`config.mk`:
```
export PLATFORM = sky130hd
export DESIGN_NAME = layer_engine
export DESIGN_NICKNAME = d
export VERILOG_FILES = /design/src/rtl/layer_engine_pkg.sv /design/src/rtl/layer_engine_mac_lane.sv /design/src/rtl/layer_engine.sv
export SDC_FILE = /design/constraint.sdc
export NUM_CORES = 2
export LEC_CHECK = 0
export BUFFER_PORTS_ARGS = -buffer_cell sky130_fd_sc_hd__buf_2
export CORE_MARGIN = 2
export CORE_UTILIZATION = 55
export DETAILED_ROUTE_END_ITERATION = 6
export GPL_TIMING_DRIVEN = 0
export PLACE_DENSITY = 0.75
export SYNTH_ARGS = -nofsm -noshare
export SYNTH_HDL_FRONTEND = slang
export SYNTH_SLANG_ARGS = --single-unit
```
`constraint.sdc`:
```
create_clock -name clk -period 6.8 [get_ports clk]
set_input_delay 2.04 -clock clk [delete_from_list [all_inputs] [get_ports clk]]
set_output_delay 2.04 -clock clk [all_outputs]
set_load 0.03 [all_outputs]
```
`src/rtl/layer_engine_pkg.sv`:
```
// layer_engine_pkg: shared FSM states, default widths and saturating fixed-point helpers
package layer_engine_pkg;

   localparam int Q_INT_DEF  = 8;
   localparam int Q_FRAC_DEF = 8;
   localparam int Q_W_DEF    = Q_INT_DEF + Q_FRAC_DEF;

   typedef enum logic [2:0] {IDLE, ACCUM, FLUSH, DRAIN, DONE} layer_state_e;

   // clamp a wide signed value into the signed range of a w-bit word
   function automatic logic signed [63:0] sat_w(input logic signed [63:0] v, input int w);
      logic signed [63:0] hi, lo;
      hi = (64'sd1 <<< (w - 1)) - 64'sd1;
      lo = -(64'sd1 <<< (w - 1));
      return v > hi ? hi : (v < lo ? lo : v);
   endfunction

   // signed add, saturated to a Q(q_int.q_frac) word
   function automatic logic signed [63:0] sat_add(input logic signed [63:0] a, input logic signed [63:0] b,
                                                 input int q_int, input int q_frac);
      return sat_w(a + b, q_int + q_frac);
   endfunction

   // full-precision signed product, floor-shifted back to Q format, then saturated
   function automatic logic signed [63:0] sat_mul(input logic signed [63:0] a, input logic signed [63:0] b,
                                                 input int q_int, input int q_frac);
      return sat_w((a * b) >>> q_frac, q_int + q_frac);
   endfunction

endpackage

```
`src/rtl/layer_engine_mac_lane.sv`:
```
// mac_lane_sat: one saturating multiply-accumulate lane with a registered accumulator
module mac_lane_sat import layer_engine_pkg::*; #(
   parameter  int Q_INT  = Q_INT_DEF,
   parameter  int Q_FRAC = Q_FRAC_DEF,
   localparam int Q_W    = Q_INT + Q_FRAC
) (
   input  logic                  clk,
   input  logic                  reset_n,
   input  logic                  en,
   input  logic                  load,
   input  logic signed [Q_W-1:0] x,
   input  logic signed [Q_W-1:0] w,
   output logic signed [Q_W-1:0] acc
);

   logic signed [Q_W-1:0] acc_q, acc_d, prod;

   // first element of a pass replaces the accumulator, later elements add with saturation
   always_comb begin
      prod  = Q_W'(sat_mul(64'(x), 64'(w), Q_INT, Q_FRAC));
      acc_d = !en ? acc_q : load ? prod : Q_W'(sat_add(64'(acc_q), 64'(prod), Q_INT, Q_FRAC));
   end

   // accumulator register
   always_ff @(posedge clk or negedge reset_n)
      if (!reset_n) acc_q <= '0;
      else acc_q <= acc_d;

   assign acc = acc_q;

endmodule

```
`src/rtl/layer_engine.sv`:
```
// layer_engine: runs one fully connected layer in passes of NU_COUNT saturating MAC lanes
module layer_engine import layer_engine_pkg::*; #(
   parameter  int NU_COUNT = 4,
   parameter  int Q_INT    = Q_INT_DEF,
   parameter  int Q_FRAC   = Q_FRAC_DEF,
   parameter  int XY_DEPTH = 10,
   parameter  int W_DEPTH  = 10,
   localparam int Q_W      = Q_INT + Q_FRAC
) (
   input  logic                      clk,
   input  logic                      reset_n,
   input  logic                      start,
   input  logic [XY_DEPTH-1:0]       input_base,
   input  logic [XY_DEPTH-1:0]       input_len,
   input  logic [XY_DEPTH-1:0]       output_base,
   input  logic [XY_DEPTH-1:0]       neuron_count,
   output logic                      busy,
   output logic                      done,
   output logic [XY_DEPTH-1:0]       xy_read_addr,
   input  logic signed [Q_W-1:0]     xy_read_data,
   output logic [W_DEPTH-1:0]        w_read_addr,
   input  logic [NU_COUNT*Q_W-1:0]   w_read_data,
   output logic signed [Q_W-1:0]     act_x,
   input  logic signed [Q_W-1:0]     act_fx,
   output logic                      xy_write_enable,
   output logic [XY_DEPTH-1:0]       xy_write_addr,
   output logic signed [Q_W-1:0]     xy_write_data
);

   layer_state_e          state_q, state_d;
   logic [XY_DEPTH-1:0]   cnt_q, cnt_d;
   logic [XY_DEPTH-1:0]   in_base_q, in_base_d;
   logic [XY_DEPTH-1:0]   len_q, len_d;
   logic [XY_DEPTH-1:0]   obase_q, obase_d;
   logic [XY_DEPTH-1:0]   rem_q, rem_d;
   logic [W_DEPTH-1:0]    wbase_q, wbase_d;
   logic                  rd_valid_q, rd_valid_d;
   logic                  rd_first_q, rd_first_d;
   logic [XY_DEPTH-1:0]   lanes;
   logic                  launch, drain_end;
   logic signed [Q_W-1:0] acc [NU_COUNT];

   assign lanes     = rem_q >= XY_DEPTH'(NU_COUNT) ? XY_DEPTH'(NU_COUNT) : rem_q;
   assign launch    = state_q == IDLE && start;
   assign drain_end = state_q == DRAIN && cnt_q == lanes;

   // state register
   always_ff @(posedge clk or negedge reset_n)
      if (!reset_n) state_q <= IDLE;
      else state_q <= state_d;

   // next state: empty layers skip straight to DONE, each drain either starts the next pass or finishes
   always_comb begin
      state_d = state_q;
      case (state_q)
         IDLE:    if (start) state_d = (input_len == '0 || neuron_count == '0) ? DONE : ACCUM;
         ACCUM:   if (cnt_q == len_q - XY_DEPTH'(1)) state_d = FLUSH;
         FLUSH:   state_d = DRAIN;
         DRAIN:   if (cnt_q == lanes) state_d = (rem_q == lanes) ? DONE : ACCUM;
         DONE:    state_d = IDLE;
         default: state_d = IDLE;
      endcase
   end

   // job registers, per-pass bases and the one-cycle read pipeline tags feeding the lanes
   always_comb begin
      cnt_d      = (state_d != state_q || state_q == IDLE || state_q == DONE) ? '0 : cnt_q + XY_DEPTH'(1);
      in_base_d  = launch ? input_base : in_base_q;
      len_d      = launch ? input_len : len_q;
      rem_d      = launch ? neuron_count : drain_end ? rem_q - lanes : rem_q;
      obase_d    = launch ? output_base : drain_end ? obase_q + XY_DEPTH'(NU_COUNT) : obase_q;
      wbase_d    = launch ? '0 : drain_end ? wbase_q + W_DEPTH'(len_q) : wbase_q;
      rd_valid_d = state_q == ACCUM;
      rd_first_d = state_q == ACCUM && cnt_q == '0;
   end

   // datapath registers
   always_ff @(posedge clk or negedge reset_n)
      if (!reset_n) begin
         cnt_q      <= '0;
         in_base_q  <= '0;
         len_q      <= '0;
         rem_q      <= '0;
         obase_q    <= '0;
         wbase_q    <= '0;
         rd_valid_q <= 1'b0;
         rd_first_q <= 1'b0;
      end else begin
         cnt_q      <= cnt_d;
         in_base_q  <= in_base_d;
         len_q      <= len_d;
         rem_q      <= rem_d;
         obase_q    <= obase_d;
         wbase_q    <= wbase_d;
         rd_valid_q <= rd_valid_d;
         rd_first_q <= rd_first_d;
      end

   genvar i;
   for (i = 0; i < NU_COUNT; i++) begin : g_lane
      mac_lane_sat #(.Q_INT(Q_INT), .Q_FRAC(Q_FRAC)) u_lane (
         .clk     (clk),
         .reset_n (reset_n),
         .en      (rd_valid_q),
         .load    (rd_first_q),
         .x       (xy_read_data),
         .w       (w_read_data[i*Q_W +: Q_W]),
         .acc     (acc[i])
      );
   end

   // outputs: reads during ACCUM, drain mux into the LUT, and write-back lagging the LUT by one cycle
   always_comb begin
      busy            = state_q != IDLE;
      done            = state_q == DONE;
      xy_read_addr    = state_q == ACCUM ? in_base_q + cnt_q : '0;
      w_read_addr     = state_q == ACCUM ? wbase_q + W_DEPTH'(cnt_q) : '0;
      xy_write_enable = state_q == DRAIN && cnt_q != '0;
      xy_write_addr   = xy_write_enable ? obase_q + cnt_q - XY_DEPTH'(1) : '0;
      xy_write_data   = xy_write_enable ? act_fx : '0;
      act_x           = '0;
      for (int n = 0; n < NU_COUNT; n++)
         if (state_q == DRAIN && cnt_q < lanes && cnt_q == XY_DEPTH'(n)) act_x = acc[n];
   end

endmodule

```
; Yosys cells after proc, flatten, opt, wreduce, memory -nomap -nowiden
; Index checks and enable logic that the tools add are counted.
[word_totals]
register_bits = 129
input_bits = 139
out_inout_bits = 65
[op_classes]
add_sub_neg = 13
n_mul = 4
magnitude_cmp = 18
eq_ne = 11
muxes = 42
n_reduce_logical = 19
[ops]
columns = cell, count
row1 = 16-bit two-way mux, 25
row2 = 16-bit by 16-bit multiplier with 32-bit output, 4
row3 = 10-bit two-way mux, 11
row4 = 24-bit by 16-bit > comparator with 1-bit output (second input constant), 4
row5 = 24-bit by 16-bit < comparator with 1-bit output (second input constant), 4
row6 = 16-bit by 16-bit adder with 17-bit output, 4
row7 = 17-bit by 16-bit > comparator with 1-bit output (second input constant), 4
row8 = 17-bit by 16-bit < comparator with 1-bit output (second input constant), 4
row9 = 10-bit adder, 4
row10 = 10-bit == test, 3
row11 = 10-bit logical NOT, 3
row12 = 10-bit by 2-bit == test with 1-bit output (second input constant), 2
row13 = 10-bit by 1-bit subtractor with 10-bit output (second input constant), 2
row14 = 3-bit two-way mux, 5
row15 = 3-bit case mux with 4 select lines, 1
row16 = 10-bit by 1-bit adder with 10-bit output (second input constant), 1
row17 = 10-bit by 3-bit adder with 10-bit output (second input constant), 1
row18 = 10-bit by 1-bit == test with 1-bit output (second input constant), 1
row19 = 10-bit by 3-bit greater-or-equal comparator with 1-bit output (second input constant), 1
row20 = 10-bit < comparator, 1
row21 = 10-bit nonzero test, 1
row22 = 10-bit subtractor, 1
row23 = 1-bit logical AND, 9
row24 = 3-bit by 2-bit == test with 1-bit output (second input constant), 2
row25 = 7 further kinds, 9

; Logic depth before layout (Yosys ltp)
[logic_depth]
word_depth = 10
mapped_depth = 44

; By module
; From an unflattened synthesis, not the netlist that was laid out.
[hier_totals]
cells_unflattened = 6117
area_unflattened_um2 = 53422.5
[by_module_without_submodules]
columns = mod, n_inst, cells_per_inst, area_per_inst_um2, seq_area_each_um2
row1 = mac_lane_sat (g_lane[2].u_lane), 1, 1362, 11989.0, 400.4
row2 = mac_lane_sat (g_lane[3].u_lane), 1, 1358, 11975.2, 400.4
row3 = mac_lane_sat (g_lane[1].u_lane), 1, 1341, 11942.7, 400.4
row4 = mac_lane_sat (g_lane[0].u_lane), 1, 1304, 11494.8, 400.4
row5 = layer_engine, 1, 752, 6020.8, 1626.6

; Worst setup path before layout
; Ideal clock, no wire load.
[synth_timing]
path_type = input-to-reg
from = in xy_read_data[15]
to = reg g_lane[2].u_lane.acc_q[3]
setup_ns = 0.104
arrival_time_ns = 11.787
required_ns = 6.696
setup_slack_ns = -5.091
cell_stages = 42
path_cell_list = clkbuf_1 > clkbuf_1 > clkbuf_1 > nand2_1 > fa_1 > inv_1 > fa_1 > inv_1 > fa_1 > fa_1 > inv_1 > fa_1 > inv_1 > fa_1 > inv_1 > ha_1 > a21o_1 > a21o_1 > (+6 left out) > buf_12 > nand2_2 > nand2_1 > ha_1 > inv_1 > fa_1 > nor2b_1 > o21a_1 > o21ai_0 > a2111oi_0 > nor2_1 > a21oi_1 > nor3_1 > mux2_2 > nand2_1 > clkbuf_8 > nand2_1 > a221oi_1
[synth_between]
elab_chain_len = 9
[synth_lines]
columns = element, line
row1 = from (decl), layer_engine.sv:20  ; input logic signed [Q_W-1:0] xy_read_data,
row2 = 16-bit by 16-bit multiplier with 32-bit output *, layer_engine_pkg.sv:27  ; return sat_w((a * b) >>> q_frac, q_int + q_frac);
row3 = 24-bit by 16-bit < comparator with 1-bit output, layer_engine_pkg.sv:15  ; return v > hi ? hi : (v < lo ? lo : v);
row4 = 16-bit two-way mux, layer_engine_pkg.sv:15
row5 = 16-bit two-way mux *, layer_engine_pkg.sv:15
row6 = 16-bit by 16-bit adder with 17-bit output, layer_engine_pkg.sv:21  ; return sat_w(a + b, q_int + q_frac);
row7 = 17-bit by 16-bit < comparator with 1-bit output, layer_engine_pkg.sv:15
row8 = 16-bit two-way mux (2 in a row), layer_engine_pkg.sv:15
row9 = 16-bit two-way mux *, layer_engine_mac_lane.sv:21  ; acc_d = !en ? acc_q : load ? prod : Q_W'(sat_add(64'(acc_q), 64'(prod), Q_INT, Q_FRAC));
row10 = to (signal assigned), layer_engine_mac_lane.sv:26  ; if (!reset_n) acc_q <= '0;
row11 = to (signal assigned), layer_engine_mac_lane.sv:27  ; else acc_q <= acc_d;
row12 = to (decl), layer_engine_mac_lane.sv:16  ; logic signed [Q_W-1:0] acc_q, acc_d, prod;
; Mark *: on every way between the ends. The rest lies on a longest branch, timed or not.
; A chain may end at the register's enable or synchronous reset.

; Worst setup path after layout
[layout_timing]
from = in xy_read_data[14]
to = reg g_lane[2].u_lane.acc_q[7]
; The elaborated chain is that of the path after synthesis.

==> metrics <==
Fillers 6,987; core area between 90,000 and 100,000 um2; vias post-DR 44,880; Yosys cell types 85; antenna-violating nets left 0; met2 Usage GRT around 55%; GP Congestion 1.024; Critical Path Fanout Max 10; final hold viol count 0; RR Startpoint rem_q[4]$_DFFE_PN0P_; post-layout minimum cycle time between 10,000 and 15,000 ps; hold depth 2; total track usage roughly 37%; area of the multi-input gates between 40,000 and 50,000 um2; Maximum Capacitance Violations 1; fin nets 8,006; H-tree depth 4; number of synthesized flops with an enable pin 0; initial antenna violation count 21; fraction of synthesized area in multiplexers less than 1%; Max stage delay cell, worst path fa_1; syn avg cell area about 8.7 um2; IO buf count 188; placed inst area 54,440 um2; post-synthesis simple-gate area fraction roughly 17%; Detailed Route WL roughly 180,000 um; ratio of cells with drive above 1 in the final layout between 10% and 20%; CP Launch Type input port; Hold Path End in_base_q[0]$_DFFE_PN0P_; Critical Path Source xy_read_data[14]; r2r endpoint rem_q[6]$_DFFE_PN0P_; reg2reg setup slack ~2800 ps; setup ws final -4022 ps; commonest non-fill, non-tap cell in the layout inv_1; grt peak-use layer met2; setup-violating endpoint count in the final report 64; number of detailed-route iterations in the first pass 7; Place WS -7592 ps; CTS Buf Count 17; largest net degree at the start of global routing 78; I/O pins between 200 and 250; Root Buffer clkbuf_16; vias in the first global route 46,140; first-pass GRT wire length between 200,000 and 300,000 um; GRT overflow 0; Die Height 309.1 um; outcome finished with violations; ys flop type dfrtp_1; Hold Crit Start in_base_q[0]$_DFFE_PN0P_; Max Slew Vio Count 3; met1 Track Usage GR between 40% and 50%; sequential cell area fraction in the yosys report under 10%; Remaining DRCs 31; share of synthesized registers carrying an async set or reset 100.0%; DR WL/cell about 23 um; unrepaired setup endpoints after global routing true; HPWL after detailed placement ~130,000 um; Die Area around 96,000 um2; Final TNS setup -250,040 ps; Crit path required time between 7000 and 8000 ps; Most common cell on crit path fa_1; most frequent cells in the layout inv_1 (1,232), fa_1 (1,011), nand2_1 (719); Bufs on Longest Clock Path 2; main combinational cell family by area after synthesis adder cells; Clk pin slew, worst setup/hold paths approximately 70 ps; clk sinks 129; clock skew 14.70 ps; CTS tree built; flops & latches, synth around 130; Crit path arrival time roughly 11,000 ps; failing checks DRC, capacitance limit, slew limit, setup timing; CP endpoint kind flop; Initial Utilization 55.69%; Skew-Pair Late Insertion Delay ~450 ps; Synth Area in XOR/XNOR under 10%; met3 usage roughly an eighth; vias per inst 5.868; relative slew slack -0.4767%; die width slightly above 300 um; Worst Hold Class reg2reg; area share of fa/ha/maj cells after synthesis between 50% and 60%; synthesized cell area roughly 51,000 um2; gate count after technology mapping roughly 5,900; row count roughly 110; Synth warnings 0; Seq. cell area around 3200 um2; worst slew pin tran about 1500 ps; Tcrit/Tclk final 159.2%; Fmax slightly above 90 MHz; Layout area overhead 20.36%; final instance area ~60,000 um2; R2R depth 14; Crit Path Category in2reg; initial DRC count ~4,600; Synth Area in Compound Gates 9.110%; CP peak stage delay 550 ps
==> cell usage after synthesis (all sizes together), types with 7 or more instances <==
cell     count  share of area [%]
nor2b       24               0.29
o31ai        8               0.12
and2       510                6.2
a31oi       29               0.35
inv       1268                9.3
or3         15               0.18
xor2        69                1.2
nor3b       13               0.19
o22ai       22               0.27
nor3        46               0.45
a2111oi     11               0.19
ha         441                 11
dfrtp      129                6.3
nand2      761                5.6
o21a        31               0.45
fa        1052                 41
o21bai      31               0.45
nor2       232                1.7
nand3       49               0.48
buf         12               0.16
a211oi      34               0.52
a22oi       19               0.28
a21o        81                1.2
o21ai      149                1.5
clkbuf     246                1.9
xnor2      157                2.7
a211o        8               0.14
nor4        15               0.20
mux2         9               0.20
nand4       23               0.28
o211ai       7               0.10
a21oi      206                2.0
a221oi      21               0.49
or4          8               0.12
nand2b      61               0.75
and3        25               0.31
==> kinds of logic after synthesis <==
group | after synthesis
flip-flops | 129
XOR/XNOR | 226
adder cells (fa/ha/maj) | 1493
AND/OR/NAND/NOR | 1802
AO/OA/AOI/OAI | 713
buffers and inverters | 1527
other | 1
multiplexers | 15
==> repair_timing <==
item | 4_1_cts | 5_1_grt
gates resized for setup | 631 | 481
pin swaps | 111 | 214
setup endpoints to repair | 80 | 80
cloned | 4 | 5
hold buffers | 0 | 0
setup buffers | 101 | 153
==> layout make-up <==
class / instances / share of cell area (%)
antenna: 18 / 0.07309
buffer: 252 / 5.343
clock buffer: 17 / 0.6903
clock inverter: 15 / 0.3126
inverter: 1268 / 7.739
multi-input combinational: 4257 / 72.59
sequential: 129 / 5.238
tap: 1243 / 2.523
timing repair buffer: 449 / 5.486
==> sequential cells by signal, indices dropped and copies added (netlist names), 3 cells and up <==
register,count
cnt_q,10
g_lane.u_lane.acc,64
in_base_q,10
len_q,10
obase_q,10
rem_q,10
state_q,3
wbase_q,10
==> metal layers <==
layer | up-vias | wire length [um]
met4 | 18 | 13610
met3 | 789 | 24640
met2 | 2803 | 76570
met1 | 22270 | 62390
met5 | - | 116
li1 | 19000 | -
==> worst max-delay path: cells and delay by family <==
kind	cells	cell delay, ps
adders and majority gates	9	3870
AOI/OAI and AO/OA	12	2420
and+or+nand+nor	10	1370
buffers and inverters	9	1090
muxes	1	310
==> how the worst max path moves through the flow <==
stage	slack [ps]	end	depth (start not counted)
floorplan	-3930	g_lane[2].u_lane.acc[15]$_DFFE_PN0P_	39
global placement	-7530	g_lane[1].u_lane.acc[7]$_DFFE_PN0P_	36
detailed placement	-7590	g_lane[1].u_lane.acc[3]$_DFFE_PN0P_	36
CTS	-3940	g_lane[0].u_lane.acc[11]$_DFFE_PN0P_	42
global route	-4250	g_lane[0].u_lane.acc[0]$_DFFE_PN0P_	44
finish	-4020	g_lane[2].u_lane.acc[7]$_DFFE_PN0P_	41
==> per-stage QoR <==
step,utilization [%],hold WS [ps],instances
floorplan,-,449.7,5913
global placement,59.16,468.6,7344
detailed placement,59.21,475.6,7346
CTS,63.86,492.6,7482
global route,67.00,510.2,7637
finish,67.03,489.8,7648
Power is not shown: default switching activity piles up to over one toggle a cycle in this logic, so the estimate is an artifact.
